**config.mk**
```make
export PLATFORM = sky130hd
export DESIGN_NAME = pe_output_collector_flat
export DESIGN_NICKNAME = d
export VERILOG_FILES = /design/src/rtl/pe_output_collector_if.sv /design/src/rtl/pe_output_collector.sv /design/src/flat_wrapper.sv
export SDC_FILE = /design/constraint.sdc
export NUM_CORES = 1
export LEC_CHECK = 0
export CAP_MARGIN = 20
export CELL_PAD_IN_SITES_DETAIL_PLACEMENT = 0
export CELL_PAD_IN_SITES_GLOBAL_PLACEMENT = 1
export CORE_MARGIN = 2
export CORE_UTILIZATION = 39
export CTS_CLUSTER_SIZE = 16
export DETAILED_ROUTE_END_ITERATION = 10
export PLACE_DENSITY = 0.86
export SLEW_MARGIN = 20
export SYNTH_ARGS = -nofsm -noshare
export SYNTH_HDL_FRONTEND = slang
export SYNTH_SLANG_ARGS = --single-unit
```
**constraint.sdc**
```tcl
create_clock -name clk -period 4.5 [get_ports clk]
set_input_delay 0.9 -clock clk [delete_from_list [all_inputs] [get_ports clk]]
set_output_delay 0.9 -clock clk [all_outputs]
set_load 0.01 [all_outputs]
```
**src/rtl/pe_output_collector_if.sv**
```systemverilog
// PE result drain interface: the per-tile ready/data/taken handshake toward the
// PE array, plus the serialized valid/ready word stream toward writeback.
//
// Handshake semantics:
//   PE side  : pe_output_ready[i] high means pe_data[i] is a complete result and
//              stays stable until output_taken[i] pulses for one cycle.
//   Out side : a word transfers on every clock edge where out_valid && out_ready.
//              out_valid never depends on out_ready. out_ready with out_valid
//              low has no effect.
interface pe_output_collector_if #(
  parameter int IL         = 4,
  parameter int FL         = 16,
  parameter int tile       = 4,
  parameter int lanes      = 4,
  parameter int FIFO_DEPTH = 8
);
  localparam int W  = IL + FL;
  localparam int TW = $clog2(tile);
  localparam int CW = $clog2(FIFO_DEPTH + 1);

  logic [tile-1:0]                   pe_output_ready;
  logic [tile-1:0][lanes-1:0][W-1:0] pe_data;
  logic [tile-1:0]                   output_taken;
  logic                              out_valid;
  logic                              out_ready;
  logic [W-1:0]                      out_data;
  logic [TW-1:0]                     out_tile;
  logic                              out_last;
  logic [CW-1:0]                     fifo_count;
  logic                              busy;
  logic                              state_dbg;   // 1 while the FSM is in SERIAL

  // Environment view: drives the PE results and the consumer's ready.
  modport master (
    output pe_output_ready, pe_data, out_ready,
    input  output_taken, out_valid, out_data, out_tile, out_last,
           fifo_count, busy, state_dbg
  );

  // Collector view.
  modport slave (
    input  pe_output_ready, pe_data, out_ready,
    output output_taken, out_valid, out_data, out_tile, out_last,
           fifo_count, busy, state_dbg
  );
endinterface

```
**src/rtl/pe_output_collector.sv**
```systemverilog
// Round-robin collector for per-tile PE result vectors. A granted vector is
// captured, acknowledged with a registered one-cycle output_taken pulse, and
// serialized lane by lane into a show-ahead FIFO that drives the output stream.
module pe_output_collector #(
  parameter int IL         = 4,
  parameter int FL         = 16,
  parameter int tile       = 4,
  parameter int lanes      = 4,
  parameter int FIFO_DEPTH = 8
) (
  input  logic                    clk,
  input  logic                    reset,
  pe_output_collector_if.slave    bus
);
  localparam int W  = IL + FL;
  localparam int TW = $clog2(tile);
  localparam int LW = (lanes > 1) ? $clog2(lanes) : 1;
  localparam int AW = $clog2(FIFO_DEPTH);
  localparam int CW = $clog2(FIFO_DEPTH + 1);

  typedef enum logic {IDLE = 1'b0, SERIAL = 1'b1} state_t;

  state_t                    state_q, state_d;
  logic [TW-1:0]             rr_q, rr_d;
  logic [tile-1:0]           mask_q, mask_d;
  logic [lanes-1:0][W-1:0]   vec_q, vec_d;
  logic [TW-1:0]             g_q, g_d;
  logic [LW-1:0]             idx_q, idx_d;
  logic [tile-1:0]           taken_q, taken_d;

  logic [W-1:0]              mem_data_q [FIFO_DEPTH];
  logic [TW-1:0]             mem_tile_q [FIFO_DEPTH];
  logic                      mem_last_q [FIFO_DEPTH];
  logic [AW-1:0]             wr_q, rd_q;
  logic [CW-1:0]             cnt_q, cnt_d;

  logic [tile-1:0]           eligible;
  logic                      grant_found;
  logic [TW-1:0]             grant_idx;
  logic [TW-1:0]             cand;
  logic                      fifo_full, fifo_empty;
  logic                      push, pop;
  logic                      push_last;

  assign fifo_full  = (cnt_q == CW'(FIFO_DEPTH));
  assign fifo_empty = (cnt_q == '0);
  assign pop        = !fifo_empty && bus.out_ready;
  assign push_last  = (idx_q == LW'(lanes - 1));

  // Round-robin search: first eligible tile starting at rr_q, wrapping mod tile.
  // The tile just served is masked for one IDLE cycle so a PE that has not yet
  // dropped its ready flag is not granted twice.
  always_comb begin
    eligible    = bus.pe_output_ready & ~mask_q;
    grant_found = 1'b0;
    grant_idx   = '0;
    cand        = '0;
    for (int k = 0; k < tile; k++) begin
      cand = TW'((int'(rr_q) + k) % tile);
      if (!grant_found && eligible[cand]) begin
        grant_found = 1'b1;
        grant_idx   = cand;
      end
    end
  end

  // FSM next state: capture and acknowledge in IDLE, one lane per non-full cycle in SERIAL.
  always_comb begin
    state_d = state_q;
    rr_d    = rr_q;
    mask_d  = mask_q;
    vec_d   = vec_q;
    g_d     = g_q;
    idx_d   = idx_q;
    taken_d = '0;
    push    = 1'b0;
    unique case (state_q)
      IDLE: begin
        mask_d = '0;
        if (grant_found) begin
          vec_d              = bus.pe_data[grant_idx];
          g_d                = grant_idx;
          idx_d              = '0;
          taken_d[grant_idx] = 1'b1;
          state_d            = SERIAL;
        end
      end
      SERIAL: begin
        if (!fifo_full) begin
          push = 1'b1;
          if (push_last) begin
            state_d   = IDLE;
            rr_d      = (g_q == TW'(tile - 1)) ? '0 : g_q + 1'b1;
            mask_d    = '0;
            mask_d[g_q] = 1'b1;
          end else begin
            idx_d = idx_q + 1'b1;
          end
        end
      end
      default: state_d = IDLE;
    endcase
  end

  // FSM and capture registers.
  always_ff @(posedge clk) begin
    if (reset) begin
      state_q <= IDLE;
      rr_q    <= '0;
      mask_q  <= '0;
      vec_q   <= '0;
      g_q     <= '0;
      idx_q   <= '0;
      taken_q <= '0;
    end else begin
      state_q <= state_d;
      rr_q    <= rr_d;
      mask_q  <= mask_d;
      vec_q   <= vec_d;
      g_q     <= g_d;
      idx_q   <= idx_d;
      taken_q <= taken_d;
    end
  end

  // FIFO occupancy: push is already blocked when full, so a full FIFO only drains.
  always_comb begin
    unique case ({push, pop})
      2'b10:   cnt_d = cnt_q + 1'b1;
      2'b01:   cnt_d = cnt_q - 1'b1;
      default: cnt_d = cnt_q;
    endcase
  end

  // FIFO pointers and count; pointers wrap naturally because the depth is a power of two.
  always_ff @(posedge clk) begin
    if (reset) begin
      wr_q  <= '0;
      rd_q  <= '0;
      cnt_q <= '0;
    end else begin
      if (push) wr_q <= wr_q + 1'b1;
      if (pop)  rd_q <= rd_q + 1'b1;
      cnt_q <= cnt_d;
    end
  end

  // FIFO storage; contents are only observable through occupied slots, so no reset.
  always_ff @(posedge clk) begin
    if (push) begin
      mem_data_q[wr_q] <= vec_q[idx_q];
      mem_tile_q[wr_q] <= g_q;
      mem_last_q[wr_q] <= push_last;
    end
  end

  assign bus.output_taken = taken_q;
  assign bus.out_valid    = !fifo_empty;
  assign bus.out_data     = fifo_empty ? '0 : mem_data_q[rd_q];
  assign bus.out_tile     = fifo_empty ? '0 : mem_tile_q[rd_q];
  assign bus.out_last     = fifo_empty ? 1'b0 : mem_last_q[rd_q];
  assign bus.fifo_count   = cnt_q;
  assign bus.busy         = (state_q != IDLE) || !fifo_empty;
  assign bus.state_dbg    = (state_q == SERIAL);
endmodule
```
**src/flat_wrapper.sv**
```systemverilog
// flat-port wrapper written by rule: the top's interface ports become plain ports
module pe_output_collector_flat 
#(
  parameter int IL         = 4,
  parameter int FL         = 16,
  parameter int tile       = 4,
  parameter int lanes      = 4,
  parameter int FIFO_DEPTH = 8
)
  (clk, reset, bus_pe_output_ready, bus_pe_data, bus_out_ready, bus_output_taken, bus_out_valid, bus_out_data, bus_out_tile, bus_out_last, bus_fifo_count, bus_busy, bus_state_dbg);
  pe_output_collector_if #(.IL(IL), .FL(FL), .tile(tile), .lanes(lanes), .FIFO_DEPTH(FIFO_DEPTH)) bus_i ();
  input  logic clk;
  input  logic reset;
  input wire logic [$bits(bus_i.pe_output_ready)-1:0] bus_pe_output_ready;
  input wire logic [$bits(bus_i.pe_data)-1:0] bus_pe_data;
  input wire logic [$bits(bus_i.out_ready)-1:0] bus_out_ready;
  output wire logic [$bits(bus_i.output_taken)-1:0] bus_output_taken;
  output wire logic [$bits(bus_i.out_valid)-1:0] bus_out_valid;
  output wire logic [$bits(bus_i.out_data)-1:0] bus_out_data;
  output wire logic [$bits(bus_i.out_tile)-1:0] bus_out_tile;
  output wire logic [$bits(bus_i.out_last)-1:0] bus_out_last;
  output wire logic [$bits(bus_i.fifo_count)-1:0] bus_fifo_count;
  output wire logic [$bits(bus_i.busy)-1:0] bus_busy;
  output wire logic [$bits(bus_i.state_dbg)-1:0] bus_state_dbg;
  assign bus_i.pe_output_ready = bus_pe_output_ready;
  assign bus_i.pe_data = bus_pe_data;
  assign bus_i.out_ready = bus_out_ready;
  assign bus_output_taken = bus_i.output_taken;
  assign bus_out_valid = bus_i.out_valid;
  assign bus_out_data = bus_i.out_data;
  assign bus_out_tile = bus_i.out_tile;
  assign bus_out_last = bus_i.out_last;
  assign bus_fifo_count = bus_i.fifo_count;
  assign bus_busy = bus_i.busy;
  assign bus_state_dbg = bus_i.state_dbg;
  pe_output_collector #(.IL(IL), .FL(FL), .tile(tile), .lanes(lanes), .FIFO_DEPTH(FIFO_DEPTH)) u_core (.clk(clk), .reset(reset), .bus(bus_i));
endmodule
```
==> metrics.md <==
| Metric | Value |
|---|---|
| Detailed Route Iter0 Violations | `556` |
| Layout cells sized above 1 | `12.54%` |
| CTS tree | `built` |
| Vias per inst | `5.337` |
| Fmax | `259.2 MHz` |
| PostCTS Resize Cnt | `0` |
| Synthesized area per cell | `14.42 µm²` |
| Total CTS buffers | `31` |
| Most frequent cells in the layout | `clkdlybuf4s50_1, mux2i_1, edfxtp_1` |
| Number of synthesized flops with an enable pin | `184` |
| Final Hold Fails | `0` |
| Flops & latches, synth | `292` |
| Gr ovfl total | `0` |
| Crit. End Element | `output port` |
| Total Power | `7.980 mW` |
| # setup viols final | `0` |
| Skew-Pair Late Insertion Delay | `580 ps` |
| Main flop type after synthesis | `edfxtp_1` |
| Post-Synthesis Cells | `922` |
| Via Count | `9,323` |
| Area share of the largest cell type after synthesis | `41.56%` |
| Die height | `188.6 µm` |
| Largest net degree at the start of global routing | `81` |
| Initial antenna violation count | `5` |
| Critical Path RT | `3600 ps` |
| Die X | `188.6 µm` |
| First-pass GRT wire length | `57,680 µm` |
| Port-buffer cells | `360` |
| Placed Instance Area | `0.01738 mm²` |
| Number of remaining DRC errors | `0` |
| Total length of routed wires | `39,080 µm` |
| Vias in the first global route | `9,677` |
| Netlist cell types | `45` |
| Worst reg2reg path startpoint | `u_core.bus.fifo_count[1]` |
| DP Wirelength | `27,800 µm` |
| Non-filler cells in the finished layout | `1,747` |
| Synthesized net count | `1,259` |
| Rel. slew slack | `33.38%` |
| Core area | `0.03353 mm²` |
| CTS root buffer | `clkbuf_16` |
| # rows | `67` |
| Top post-synthesis cells by area | `edfxtp_1, dfxtp_1, mux2i_1` |
| Initial core utilization | `39.65%` |
| Min-delay src | `u_core.vec_q[42]` |
| H-tree levels | `1` |
| Nets@finish | `1,604` |
| Placed Cells | `1,682` |
| Synth async-reset ratio | `0%` |
| Clock transition at path regs | `60 ps` |
| Crit path time final | `3858 ps` |
| CP Launch Type | `flop` |
| Tot GR Track Use | `21.43%` |
| Die area | `0.03558 mm²` |
| Maximum vdd drop | `0.3494 mV` |
| Clock buffer depth | `3` |
| Critical Path AT | `2960 ps` |
| Synthesized cell area | `0.01330 mm²` |
| DR pass1 iterations | `5` |
| Pins Over Slew Limit | `0` |
| Area Overhead vs Synth | `39.06%` |
| Post-synth top area cell | `edfxtp_1` |
| Final Cycle Share | `85.74%` |
| Top Ports | `361` |
| # clock sinks | `292` |
| Min-delay worst type | `reg -> reg` |
| Commonest non-fill, non-tap cell in the layout | `clkdlybuf4s50_1` |
| Status | `finished, final reports clean` |
| RD Place Congestion | `0.8133` |
| Seq/Total Area, Yosys | `57.82%` |
| Worst Skew | `20.48 ps` |
| Critical path class | `reg -> out` |
| Hold_buf cts | `0` |
| RSZ-0062 raised after global routing | `false` |
| Post-DRT Antenna Nets | `0` |
| Max-cap viol count | `0` |
| Post-CTS setup buffer count | `0` |
| Utilization after layout | `55.14%` |
| Worst Tran Pin Value | `999.4 ps` |
| Synthesis warning total | `0` |
| Design area | `0.01849 mm²` |
| CP Max Fanout | `32` |
| WL/cell | `22.37 µm` |
| Pleak | `6.184 nW` |
| Setup_tns | `0 ps` |
| PD cells | `431.6 mW/mm²` |
-- path summary, 6_finish.rpt --
kind | to | slack, ps | cells past startpoint
hold / removal | u_core.vec_q[42] | 460 | 2
hold reg to reg | u_core.vec_q[42] | 460 | 2
setup / recovery | bus_out_data[5] | 640 | 5
setup reg to reg | u_core.bus.fifo_count[2] | 1690 | 10
-- layout make-up --
type / instances / area [µm²]
fill: 2752 / 15040
sequential: 292 / 7690
multi-input combinational: 556 / 5298
timing repair buffer: 380 / 3804
clock buffer: 41 / 873.3
tap: 448 / 560.5
clock inverter: 17 / 219.0
inverter: 6 / 27.53
antenna: 7 / 17.52
-- state kept, by name, summed over array words and instances (netlist names), named ones only --
register and flops:
u_core.mem_data_q 160, u_core.vec_q 80, u_core.mem_tile_q 16, u_core.mem_last_q 8, u_core.bus.fifo_count 4, u_core.bus.output_taken 4, u_core.mask_q 4, u_core.rd_q 3
u_core.wr_q 3, u_core.g_q 2, u_core.idx_q 2, u_core.rr_q 2, u_core.bus.state_dbg 1
-- critical path, cell delays in order (launching register included) --
cell and delay [ps]:
dfxtp_2 680, buf_12 340, mux4_2 540, mux2i_1 240, nor2_1 70, clkdlybuf4s50_1 490
-- layer usage --
layer / vias to the layer above / routed length (µm) / global-route usage (%)
met5: - / 0 / 0
met4: 0 / 780 / 6.100
met3: 47 / 2502 / 4.377
met2: 343 / 19470 / 36.07
met1: 4600 / 16330 / 28.11
li1: 4333 / - / -
-- power by group --
| group | leakage, nW | internal, mW | switching, mW |
|---|---|---|---|
| Sequential | 2.59 | 3.08 | 0.169 |
| Clock | 0.524 | 1.60 | 1.08 |
| Combinational | 3.07 | 1.14 | 0.903 |
-- Yosys cell counts (all sizes together), types with 2 or more instances --
cell type,number
mux2i,185
edfxtp,184
dfxtp,108
nand2,98
o221ai,80
mux4,66
nor2,43
buf,34
clkbuf,34
a21oi,15
ha,10
nand2b,9
nor3,7
nand3,6
inv,5
xor2,5
o211ai,3
and2,2
and3,2
nor2b,2
nor4,2
nor4bb,2
o21a,2
o21ai,2
or3,2
or3b,2
xnor2,2
-- stage by stage --
step                worst slack (ps)  hold WS (ps)
floorplan                      721.5         427.1
global placement               991.5         439.6
detailed placement              1009         443.2
CTS                            544.8         459.9
global route                   409.2         490.2
finish                         641.8         459.0
-- kinds of logic after synthesis --
logic type / Yosys count / share of synthesized area, %
flops: 292 / 57.82
mux: 252 / 25.22
fa+ha+maj: 10 / 0.9411
buf+inv: 74 / 3.002
compound gates: 109 / 6.691
simple gates: 178 / 5.863
xor+xnor: 7 / 0.4611
Note: power is estimated with default switching activity, not from simulation.
==> edit (same settings) <==
`FIFO_DEPTH` is set to 8 in 3 places; all go to 16.
--- a/src/rtl/pe_output_collector_if.sv
+++ b/src/rtl/pe_output_collector_if.sv
@@ -14,3 +14,3 @@
   parameter int lanes      = 4,
-  parameter int FIFO_DEPTH = 8
+  parameter int FIFO_DEPTH = 16
 );
--- a/src/rtl/pe_output_collector.sv
+++ b/src/rtl/pe_output_collector.sv
@@ -8,3 +8,3 @@
   parameter int lanes      = 4,
-  parameter int FIFO_DEPTH = 8
+  parameter int FIFO_DEPTH = 16
 ) (
--- a/src/flat_wrapper.sv
+++ b/src/flat_wrapper.sv
@@ -7,3 +7,3 @@
   parameter int lanes      = 4,
-  parameter int FIFO_DEPTH = 8
+  parameter int FIFO_DEPTH = 16
 )
Interface: changed (resized bus_fifo_count); port bits go from 361 to 362. The function was not compared with the original's and may differ.
==> edit against the original RTL <==
First-iteration DRC count increased by 120%; final area increased by 43%; critical endpoint is now bus_out_data[15]; via count increased by 41%; critical path depth unchanged; non-clock buffer count increased by 5; sequential cell count increased by 188; area after synthesis increased by 54%; worst setup slack got worse by 0.30 ns; power increased by 52%; sequential share of layout area increased by 8.7 points; highest routed layer unchanged; wire length increased by 58%; die area increased by 53%; global-route usage increased by 1.4 points; worst hold slack improved by 0.016 ns.
==> edit: results (changes against the original RTL) <==
outcome: "complete, no violations"
ys_types: 52  # +16%
top_regs: "u_core.mem_data_q (320), u_core.vec_q (80), u_core.mem_tile_q (32)"
yosys-top-cells-count: "edfxtp_1 (368), mux4_2 (135), dfxtp_1 (112)"
hold_start: "u_core.rd_q[3]"
firstDrtPassIters: 6  # +1
reg2reg_to: "u_core.bus.fifo_count[4]"
inverters_excl_clock: 13  # +7
grt_start_max_net_pins: 77  # -4.9%
dp_cells: 2196  # +31%
pwr-share-clk: 0.331  # -0.005
grt_util_all_layers: 0.228  # +0.0135
dp_slack_ns: 0.903  # -0.106 ns
synth_cells: 1224  # +33%
p_comb_mw: 2.91  # +42%
power.leakage_nw: 8.82  # +43%
seq_cells: 480  # +64%
drive_gt1_frac: 0.162  # +0.0365
r2r_setup_slack_ns: 1.37  # -0.32 ns
buf_share: 0.145  # -0.0604
n_all_buffers: 385  # +1.3%
clkCellAreaFrac: 0.0596  # +0.000536
syn-num-nets: 1564  # +24%
whs_ns: 0.475  # +0.0159 ns
crit_end: "bus_out_data[15]"
netlist.area_leader.share: 0.539  # +0.124
cp_top_family: "multiplexers"
clk_latency_ns: 0.60  # +0.02 ns
post_drt_wl_per_cell_um: 26.9  # +20%
peakVddDrop_uv: 307  # -12%
antenna_found_initial: 6  # +1
nMultiInputCombCells: 638  # +15%
intPower_mw: 8.92  # +53%
cp_slowest_stage_delay_ns: 0.60  # -0.08 ns
cts_buffers: 49  # +58%
nFillCells: 4203  # +53%
ys_top_cells_by_area: "edfxtp_1 (54%), mux4_2 (15%), dfxtp_1 (11%)"
slowest_stage: "mux4_2"
arrival_ns: 3.26  # +0.30 ns
clock_buffers: 59  # +44%
regArea_um2: 13300  # +73%
grt_pass1_wl_um: 89300  # +55%
numPortBuffers: 361  # +0.28%
cp-start-kind: "flop"
async_reset_ff_frac: 0  # unchanged
critPathMaxFanout: 53  # +66%
globalplace.congestion: 0.868  # +6.8%
vias: 13102  # +41%
hpwl_um: 41100  # +48%
worstMarginPinSlew_ns: 1.07  # +0.0721 ns
drtIter0Drc: 1240  # +120%
synth_enable_flop_cells: 368  # +100%
multi_input_area_share: 0.257  # -0.0291
yosysSeqAreaShare: 0.649  # +0.0707
==> edit: cell count changes after synthesis, moves of 8 or more <==
cell	before	now
a22oi_1	1	75
and2_1	1	23
clkbuf_1	34	48
edfxtp_1	184	368
inv_1	4	12
mux2i_1	185	92
mux4_2	66	135
nand2_1	98	19
nand3_1	6	76
nand3b_1	0	8
o211ai_1	3	75
o221ai_1	80	8
==> edit: per-layer routing <==
| layer | up-vias | wire [um] | GRT usage |
|---|---|---|---|
| li1 | 5686 | - | - |
| met1 | 6672 | 23100 | 0.280 |
| met2 | 656 | 32500 | 0.402 |
| met3 | 88 | 4430 | 0.0415 |
| met4 | 0 | 1640 | 0.0814 |
| met5 | - | 0 | 0 |
==> edit: tightest hold or removal path: cells and delay by family (launching register included) <==
kind / cells / cell delay (ns)
AO/OA/AOI/OAI: 2 / 0.16
flip-flops: 1 / 0.30
==> edit: stage by stage <==
| stage | power [mW] | area (um^2) | utilization |
|---|---|---|---|
| global route | 12.6 | 26400 | 0.512 |
| global placement | 8.18 | 24900 | 0.481 |
| finish | 12.1 | 26400 | 0.512 |
| detailed placement | 8.25 | 24900 | 0.481 |
| floorplan | 7.01 | 20500 | - |
| CTS | 12.3 | 26400 | 0.512 |
==> edit: kinds of logic (layout without fill, tap and decap cells) <==
logic type | Yosys count | in the layout | share of synthesized area
DFF | 480 | 480 | 0.649
muxes | 230 | 230 | 0.195
and+or+nand+nor | 196 | 196 | 0.0490
AOI/OAI and AO/OA | 190 | 190 | 0.0686
buffers and inverters | 106 | 488 | 0.0265
adders and majority gates | 13 | 13 | 0.00794
xor gates and xnor gates | 9 | 9 | 0.00385
other | 0 | 7 | 0
